$ cat src/rtl/alu_pkg.sv
// alu_pkg: constants shared by the ALU datapath blocks (multiplier, divider).
//   - ALU function codes carried on the 6-bit Signal bus.
//   - Divider FSM state encoding.
//   - Default datapath width.
// The divider's optional signed mode is enabled with the DIV_SIGNED_EN macro.
package alu_pkg;

  localparam int WIDTH = 32;

  // ALU function codes
  localparam logic [5:0] FN_SLL   = 6'b000000;
  localparam logic [5:0] FN_BEQ   = 6'b000100;
  localparam logic [5:0] FN_MFHI  = 6'b010000;
  localparam logic [5:0] FN_MFLO  = 6'b010010;
  localparam logic [5:0] FN_MULTU = 6'b011001;
  localparam logic [5:0] FN_DIV   = 6'b011010;
  localparam logic [5:0] FN_DIVU  = 6'b011011;
  localparam logic [5:0] FN_ADD   = 6'b100000;
  localparam logic [5:0] FN_SUB   = 6'b100010;
  localparam logic [5:0] FN_AND   = 6'b100100;
  localparam logic [5:0] FN_OR    = 6'b100101;
  localparam logic [5:0] FN_SLT   = 6'b101010;

  // Divider controller states
  typedef enum logic [1:0] {
    IDLE = 2'd0,
    RUN  = 2'd1,
    DONE = 2'd2
  } div_state_e;

endpackage

$ cat src/rtl/divider_div_step.sv
// div_step: one combinational restoring-division step.
//   r_in  : current partial remainder (always < d_in)
//   q_in  : current quotient/dividend shift register
//   d_in  : divisor
//   r_out : partial remainder after the step
//   q_out : quotient register after the step (new quotient bit shifted in at LSB)
module div_step #(
  parameter int WIDTH = 32
) (
  input  logic [WIDTH-1:0] r_in,
  input  logic [WIDTH-1:0] q_in,
  input  logic [WIDTH-1:0] d_in,
  output logic [WIDTH-1:0] r_out,
  output logic [WIDTH-1:0] q_out
);

  logic [WIDTH:0] shifted_s;
  logic [WIDTH:0] trial_s;

  // Shift the next dividend bit into the remainder and try subtracting the divisor.
  // The remainder entering a step is below the divisor, so the shifted value fits in
  // WIDTH+1 bits and the kept remainder always fits back into WIDTH bits.
  always_comb begin
    shifted_s = {r_in, q_in[WIDTH-1]};
    trial_s   = shifted_s - {1'b0, d_in};
    if (trial_s[WIDTH] == 1'b0) begin
      r_out = trial_s[WIDTH-1:0];
      q_out = {q_in[WIDTH-2:0], 1'b1};
    end else begin
      r_out = shifted_s[WIDTH-1:0];
      q_out = {q_in[WIDTH-2:0], 1'b0};
    end
  end

endmodule

$ cat src/rtl/divider.sv
// divider: sequential restoring divider for DIVU (and DIV when DIV_SIGNED_EN is defined).
//   clk         : system clock, rising edge
//   reset       : asynchronous active-low reset
//   Signal      : ALU function code; DIVU_CODE in IDLE starts a divide
//   dividend    : numerator, captured at start
//   divisor     : denominator, captured at start
//   dataout     : {remainder, quotient}; holds the last result
//   busy        : high while iterating (RUN)
//   done        : one-cycle pulse after dataout is updated
//   div_by_zero : last completed operation had divisor == 0
// Optional macro DIV_SIGNED_EN: DIV_CODE starts a signed divide with a sign fixup
// cycle before done. Without it DIV_CODE is ignored.
module divider
  import alu_pkg::*;
#(
  parameter int         WIDTH     = alu_pkg::WIDTH,
  parameter logic [5:0] DIVU_CODE = FN_DIVU,
  parameter logic [5:0] DIV_CODE  = FN_DIV
) (
  input  logic               clk,
  input  logic               reset,
  input  logic [5:0]         Signal,
  input  logic [WIDTH-1:0]   dividend,
  input  logic [WIDTH-1:0]   divisor,
  output logic [2*WIDTH-1:0] dataout,
  output logic               busy,
  output logic               done,
  output logic               div_by_zero
);

  localparam int CNT_W = (WIDTH > 1) ? $clog2(WIDTH) : 1;
  localparam logic [CNT_W-1:0] CNT_ZERO = {CNT_W{1'b0}};
  localparam logic [CNT_W-1:0] CNT_ONE  = {{(CNT_W-1){1'b0}}, 1'b1};
  localparam logic [CNT_W-1:0] CNT_LAST = CNT_W'(WIDTH - 1);
  localparam logic [WIDTH-1:0] ZERO_W   = {WIDTH{1'b0}};
  localparam logic [WIDTH-1:0] ONES_W   = {WIDTH{1'b1}};

  div_state_e         state_q,   state_d;
  logic [WIDTH-1:0]   r_q,       r_d;
  logic [WIDTH-1:0]   q_q,       q_d;
  logic [WIDTH-1:0]   d_q,       d_d;
  logic [CNT_W-1:0]   count_q,   count_d;
  logic [2*WIDTH-1:0] dataout_q, dataout_d;
  logic               busy_q,    busy_d;
  logic               done_q,    done_d;
  logic               dbz_q,     dbz_d;
  logic [WIDTH-1:0]   step_r_s;
  logic [WIDTH-1:0]   step_q_s;
`ifdef DIV_SIGNED_EN
  logic               neg_quo_q, neg_quo_d;
  logic               neg_rem_q, neg_rem_d;
  logic               fix_q,     fix_d;

  function automatic logic [WIDTH-1:0] abs_val(input logic [WIDTH-1:0] x);
    abs_val = x[WIDTH-1] ? -x : x;
  endfunction
`endif

  div_step #(.WIDTH(WIDTH)) u_step (
    .r_in  (r_q),
    .q_in  (q_q),
    .d_in  (d_q),
    .r_out (step_r_s),
    .q_out (step_q_s)
  );

  // Next-state and datapath control for the IDLE/RUN/DONE controller.
  always_comb begin
    state_d   = state_q;
    r_d       = r_q;
    q_d       = q_q;
    d_d       = d_q;
    count_d   = count_q;
    dataout_d = dataout_q;
    done_d    = 1'b0;
    dbz_d     = dbz_q;
`ifdef DIV_SIGNED_EN
    neg_quo_d = neg_quo_q;
    neg_rem_d = neg_rem_q;
    fix_d     = fix_q;
`endif
    case (state_q)
      IDLE: begin
        case (Signal)
          DIVU_CODE: begin
            q_d     = dividend;
            d_d     = divisor;
            r_d     = ZERO_W;
            count_d = CNT_ZERO;
            dbz_d   = 1'b0;
`ifdef DIV_SIGNED_EN
            neg_quo_d = 1'b0;
            neg_rem_d = 1'b0;
            fix_d     = 1'b0;
`endif
            if (divisor == ZERO_W) begin
              // No iteration needed: the result is fixed by definition.
              state_d   = DONE;
              dataout_d = {dividend, ONES_W};
              dbz_d     = 1'b1;
              done_d    = 1'b1;
            end else begin
              state_d = RUN;
            end
          end
          DIV_CODE: begin
`ifdef DIV_SIGNED_EN
            // Divide magnitudes; signs are reapplied in the fixup cycle.
            q_d       = abs_val(dividend);
            d_d       = abs_val(divisor);
            r_d       = ZERO_W;
            count_d   = CNT_ZERO;
            dbz_d     = 1'b0;
            neg_quo_d = dividend[WIDTH-1] ^ divisor[WIDTH-1];
            neg_rem_d = dividend[WIDTH-1];
            if (divisor == ZERO_W) begin
              state_d   = DONE;
              fix_d     = 1'b0;
              dataout_d = {dividend, ONES_W};
              dbz_d     = 1'b1;
              done_d    = 1'b1;
            end else begin
              state_d = RUN;
              fix_d   = 1'b1;
            end
`else
            // Signed divide not built: treated as a non-start code.
            state_d = IDLE;
`endif
          end
          default: begin
            state_d = IDLE;
          end
        endcase
      end
      RUN: begin
        r_d     = step_r_s;
        q_d     = step_q_s;
        count_d = count_q + CNT_ONE;
        if (count_q == CNT_LAST) begin
          state_d = DONE;
`ifdef DIV_SIGNED_EN
          if (fix_q) begin
            // Result is published by the fixup cycle in DONE.
            done_d = 1'b0;
          end else begin
            dataout_d = {step_r_s, step_q_s};
            done_d    = 1'b1;
          end
`else
          dataout_d = {step_r_s, step_q_s};
          done_d    = 1'b1;
`endif
        end else begin
          state_d = RUN;
        end
      end
      DONE: begin
`ifdef DIV_SIGNED_EN
        if (fix_q) begin
          // Fixup: negate the quotient on sign mismatch; remainder follows the dividend.
          // The most-negative / -1 case falls out naturally as 0x80..0 with remainder 0.
          dataout_d = {(neg_rem_q ? -r_q : r_q), (neg_quo_q ? -q_q : q_q)};
          done_d    = 1'b1;
          fix_d     = 1'b0;
          state_d   = DONE;
        end else begin
          state_d = IDLE;
        end
`else
        state_d = IDLE;
`endif
      end
      default: begin
        state_d = IDLE;
      end
    endcase
    busy_d = (state_d == RUN);
  end

  // State and output registers; reset clears everything, discarding any operation.
  always_ff @(posedge clk or negedge reset) begin
    if (!reset) begin
      state_q   <= IDLE;
      r_q       <= ZERO_W;
      q_q       <= ZERO_W;
      d_q       <= ZERO_W;
      count_q   <= CNT_ZERO;
      dataout_q <= {(2*WIDTH){1'b0}};
      busy_q    <= 1'b0;
      done_q    <= 1'b0;
      dbz_q     <= 1'b0;
`ifdef DIV_SIGNED_EN
      neg_quo_q <= 1'b0;
      neg_rem_q <= 1'b0;
      fix_q     <= 1'b0;
`endif
    end else begin
      state_q   <= state_d;
      r_q       <= r_d;
      q_q       <= q_d;
      d_q       <= d_d;
      count_q   <= count_d;
      dataout_q <= dataout_d;
      busy_q    <= busy_d;
      done_q    <= done_d;
      dbz_q     <= dbz_d;
`ifdef DIV_SIGNED_EN
      neg_quo_q <= neg_quo_d;
      neg_rem_q <= neg_rem_d;
      fix_q     <= fix_d;
`endif
    end
  end

  assign dataout     = dataout_q;
  assign busy        = busy_q;
  assign done        = done_q;
  assign div_by_zero = dbz_q;

endmodule

$ cat config.mk
export PLATFORM = sky130hd
export DESIGN_NAME = divider
export DESIGN_NICKNAME = d
export VERILOG_FILES = /design/src/rtl/alu_pkg.sv /design/src/rtl/divider_div_step.sv /design/src/rtl/divider.sv
export SDC_FILE = /design/constraint.sdc
export NUM_CORES = 1
export LEC_CHECK = 0
export BUFFER_PORTS_ARGS = -buffer_cell sky130_fd_sc_hd__buf_2
export CAP_MARGIN = 40
export CORE_ASPECT_RATIO = 0.5
export CORE_MARGIN = 5
export CORE_UTILIZATION = 60
export CTS_CLUSTER_DIAMETER = 60
export DETAILED_ROUTE_END_ITERATION = 8
export GPL_ROUTABILITY_DRIVEN = 0
export PLACE_DENSITY = 0.9
export SYNTH_ARGS = -nofsm -noshare
export SYNTH_HDL_FRONTEND = slang
export SYNTH_SLANG_ARGS = --single-unit
$ cat constraint.sdc
create_clock -name clk -period 4.23 [get_ports clk]
set_input_delay 0.2115 -clock clk [delete_from_list [all_inputs] [get_ports clk]]
set_output_delay 0.2115 -clock clk [all_outputs]
set_load 0.01 [all_outputs]
==> qor.yml <==
outcome:
  status: "finished clean"
sta:
  maxSlewViolCount: 0
  fmax_ghz: 0.256
  grt_setup_unrepaired: "false"
  fin_crit_ns: 3.91
  relSlewSlack_pct: 48.4
  finalHoldViolCount: 0
  clock_skew_ns: 0.0113
  post-route-period-util_pct: 92.5
  tightest_slew_ns: 0.772
  setup_viol: 0
  final.setup.tns_ns: 0
power:
  power_leakage_nw: 4.88
  peakVddDrop_v: 0.000428
  powerDensity_nw_per_um2: 721
synth:
  yosys_warnings: 0
  async_flop_share_pct: 100
  synth-seq-area-share_pct: 46.3
  syn-num-nets: 1071
  ys_ff_latch: 169
  synth_area_sq_um: 9130
  yosysMostFrequentCell: "dfrtp_1"
  synth_edf_count: 0
  yosysTopAreaCell: "dfrtp_1"
  ys_top_cells_by_area: "dfrtp_1 46%, mux2i_1 5.9%, nand2_1 5.5%"
  synth-main-ff-cell: "dfrtp_1"
  synth_cell_types: 65
  yosys-top-cells-count: "169 x dfrtp_1, 133 x nand2_1, 83 x o21ai_0"
  synth_top_cell_area_share_pct: 46.3
  synthCells: 964
  avgSynthCellArea_sq_um: 9.47
clock_tree:
  insertion_delay_ns: 0.43
  cts.path.max_buffers: 2
  cts_tree: "done"
  root_buffer: "clkbuf_16"
  cts_setup_buffers: 0
  cts_buffers: 17
  htree_levels: 4
  clkSlewWorstSetupHoldPaths_ns: 0.07
  clock-sinks: 169
critical_path:
  critPathBufInv: 1
  rrSetupSlack_ns: 0.32
  end_kind: "register"
  cp.required_ns: 4.50
  r2r_cells: 11
  cp.arrival_ns: 4.18
  path_delay_family: "compound AO/OA/AOI/OAI gates"
  worstSetupStartpointType: "register"
  worst-path-max-fanout: 18
  max_stage_delay_ns: 0.46
  worstSetupPathDepth: 11
  critPathKind: "reg -> reg"
  slowest_stage: "ha_1"
  crit_path_cell_trace: "ha_1 > a21o_1 > a31oi_2 > a21boi_1 > a211o_1 > nand3_2 > a21oi_2 > nand2_2 > buf_4 > mux2i_1 > o22ai_1"
drt:
  drc: 0
  ant_nets: 0
  routed_wl_um: 28600
  drt_pass1_iterations: 6
  post_drt_wl_per_cell_um: 22.3
  drtIter0Drc: 1394
  viasPerCell: 6.62
  via_count: 8518
floorplanning:
  die_w_um: 184
  fp.coreArea_sq_um: 14700
  dieArea_sq_um: 17900
  row_count: 31
  ios: 139
  chipHeight_um: 97.2
  initial_core_util_pct: 62.1
grt:
  grt_use_total_pct: 31.8
  antenna_found_initial: 1
  grt_pass1_wl_um: 45300
  grt_pass1_vias: 8297
  grt_max_degree: 81
  grt_overflow: 0
cells_and_area:
  layout-drive-gt1-share_pct: 19.0
  post-route-util_pct: 71.9
  nNetsFinal: 1183
  num_antenna_cells: 0
  area_growth_pct: 15.8
  fin_cells: 1286
flow_run:
  cap_violations: 0
worst_hold_path:
  hold_path.class: "in -> reg"
  hold_depth: 3
placed_design:
  io_buffers: 138
  dp.cells: 1252
  post-dp-hpwl_um: 19600
==> per-layer routing <==
| layer | vias to the layer above | GRT usage [%] | share of wire [%] |
|---|---|---|---|
| met5 | - | 0 | 0.045 |
| met4 | 2 | 10.2 | 3.0 |
| met3 | 122 | 9.91 | 14 |
| met2 | 671 | 46.7 | 43 |
| met1 | 4034 | 45.2 | 40 |
| li1 | 3689 | - | - |
==> final timing paths <==
check	end	from
worst max-delay path	r_q[28]	r_q[10]
worst min-delay path	d_q[20]	divisor[20]
worst max register to register	r_q[28]	r_q[10]
worst min register to register	dataout[27]	dataout[27]
max in group asynchronous	dataout[45]	reset
min in group asynchronous	dataout[24]	reset
==> placed cells by master, fill, tap and decap left out, types with 19 or more instances in the layout <==
| master | count |
|---|---|
| dfrtp_1 | 169 |
| buf_2 | 137 |
| nand2_1 | 132 |
| o21ai_0 | 83 |
| a21oi_1 | 59 |
| mux2i_1 | 54 |
| inv_1 | 40 |
| nor2_1 | 35 |
| o22a_1 | 34 |
| ha_1 | 34 |
| o22ai_1 | 27 |
| and3_1 | 26 |
| o21ai_1 | 24 |
| a21o_1 | 19 |
==> flip-flops by register name, summed over array words and instances (netlist names) <==
name / count
div_by_zero: 1
count_q: 5
busy: 1
d_q: 32
state_q: 1
dataout: 64
r_q: 32
done: 1
q_q: 32
==> worst min-delay path, delay by kind of cell <==
family                 cells  cell delay, ns
buffers and inverters      1            0.09
AO/OA/AOI/OAI              1            0.06
AND/OR/NAND/NOR            1            0.04
==> cell type report <==
type,count,area (sq um)
Clock inverter,14,150
Clock buffer,17,425
Multi-Input combinational cell,691,4490
Fill cell,970,4130
Inverter,40,150
Timing Repair Buffer,157,880
Sequential cell,169,4230
Tap cell,198,248
==> power by group <==
group,switching [mW],total [mW],internal [mW]
clock,0.757,1.54,0.788
combinational,2.34,3.70,1.36
sequential,0.348,2.37,2.03
==> kinds of logic (layout without fill, tap and decap cells) <==
| group | after synthesis | after routing | share of synthesized area [%] |
|---|---|---|---|
| adders and majority gates | 35 | 35 | 4.88 |
| xor gates and xnor gates | 27 | 27 | 2.59 |
| and+or+nand+nor | 266 | 266 | 13.6 |
| buffers and inverters | 104 | 228 | 4.77 |
| AOI/OAI and AO/OA | 308 | 308 | 21.8 |
| muxes | 55 | 55 | 6.04 |
| DFF | 169 | 169 | 46.3 |
==> metrics by stage <==
step / hold WS [ns] / worst slack (ns) / instance area (sq um) / power (mW)
after floorplan: -0.0841 / 1.32 / 9130 / 4.95
after global placement: 0.433 / 0.740 / 9920 / 5.64
after detailed placement: 0.135 / 0.585 / 9960 / 5.81
after CTS: 0.00185 / 0.441 / 10600 / 7.43
after global routing: 0.00969 / 0.222 / 10600 / 7.99
final: 0.000215 / 0.317 / 10600 / 7.62
==> timing repair <==
item,CTS,global route
hold buffers,3,0
hold endpoints to repair,36,0
gates resized for setup,0,0
setup endpoints to repair,0,0
No activity file was read; power rests on OpenSTA's default activity.
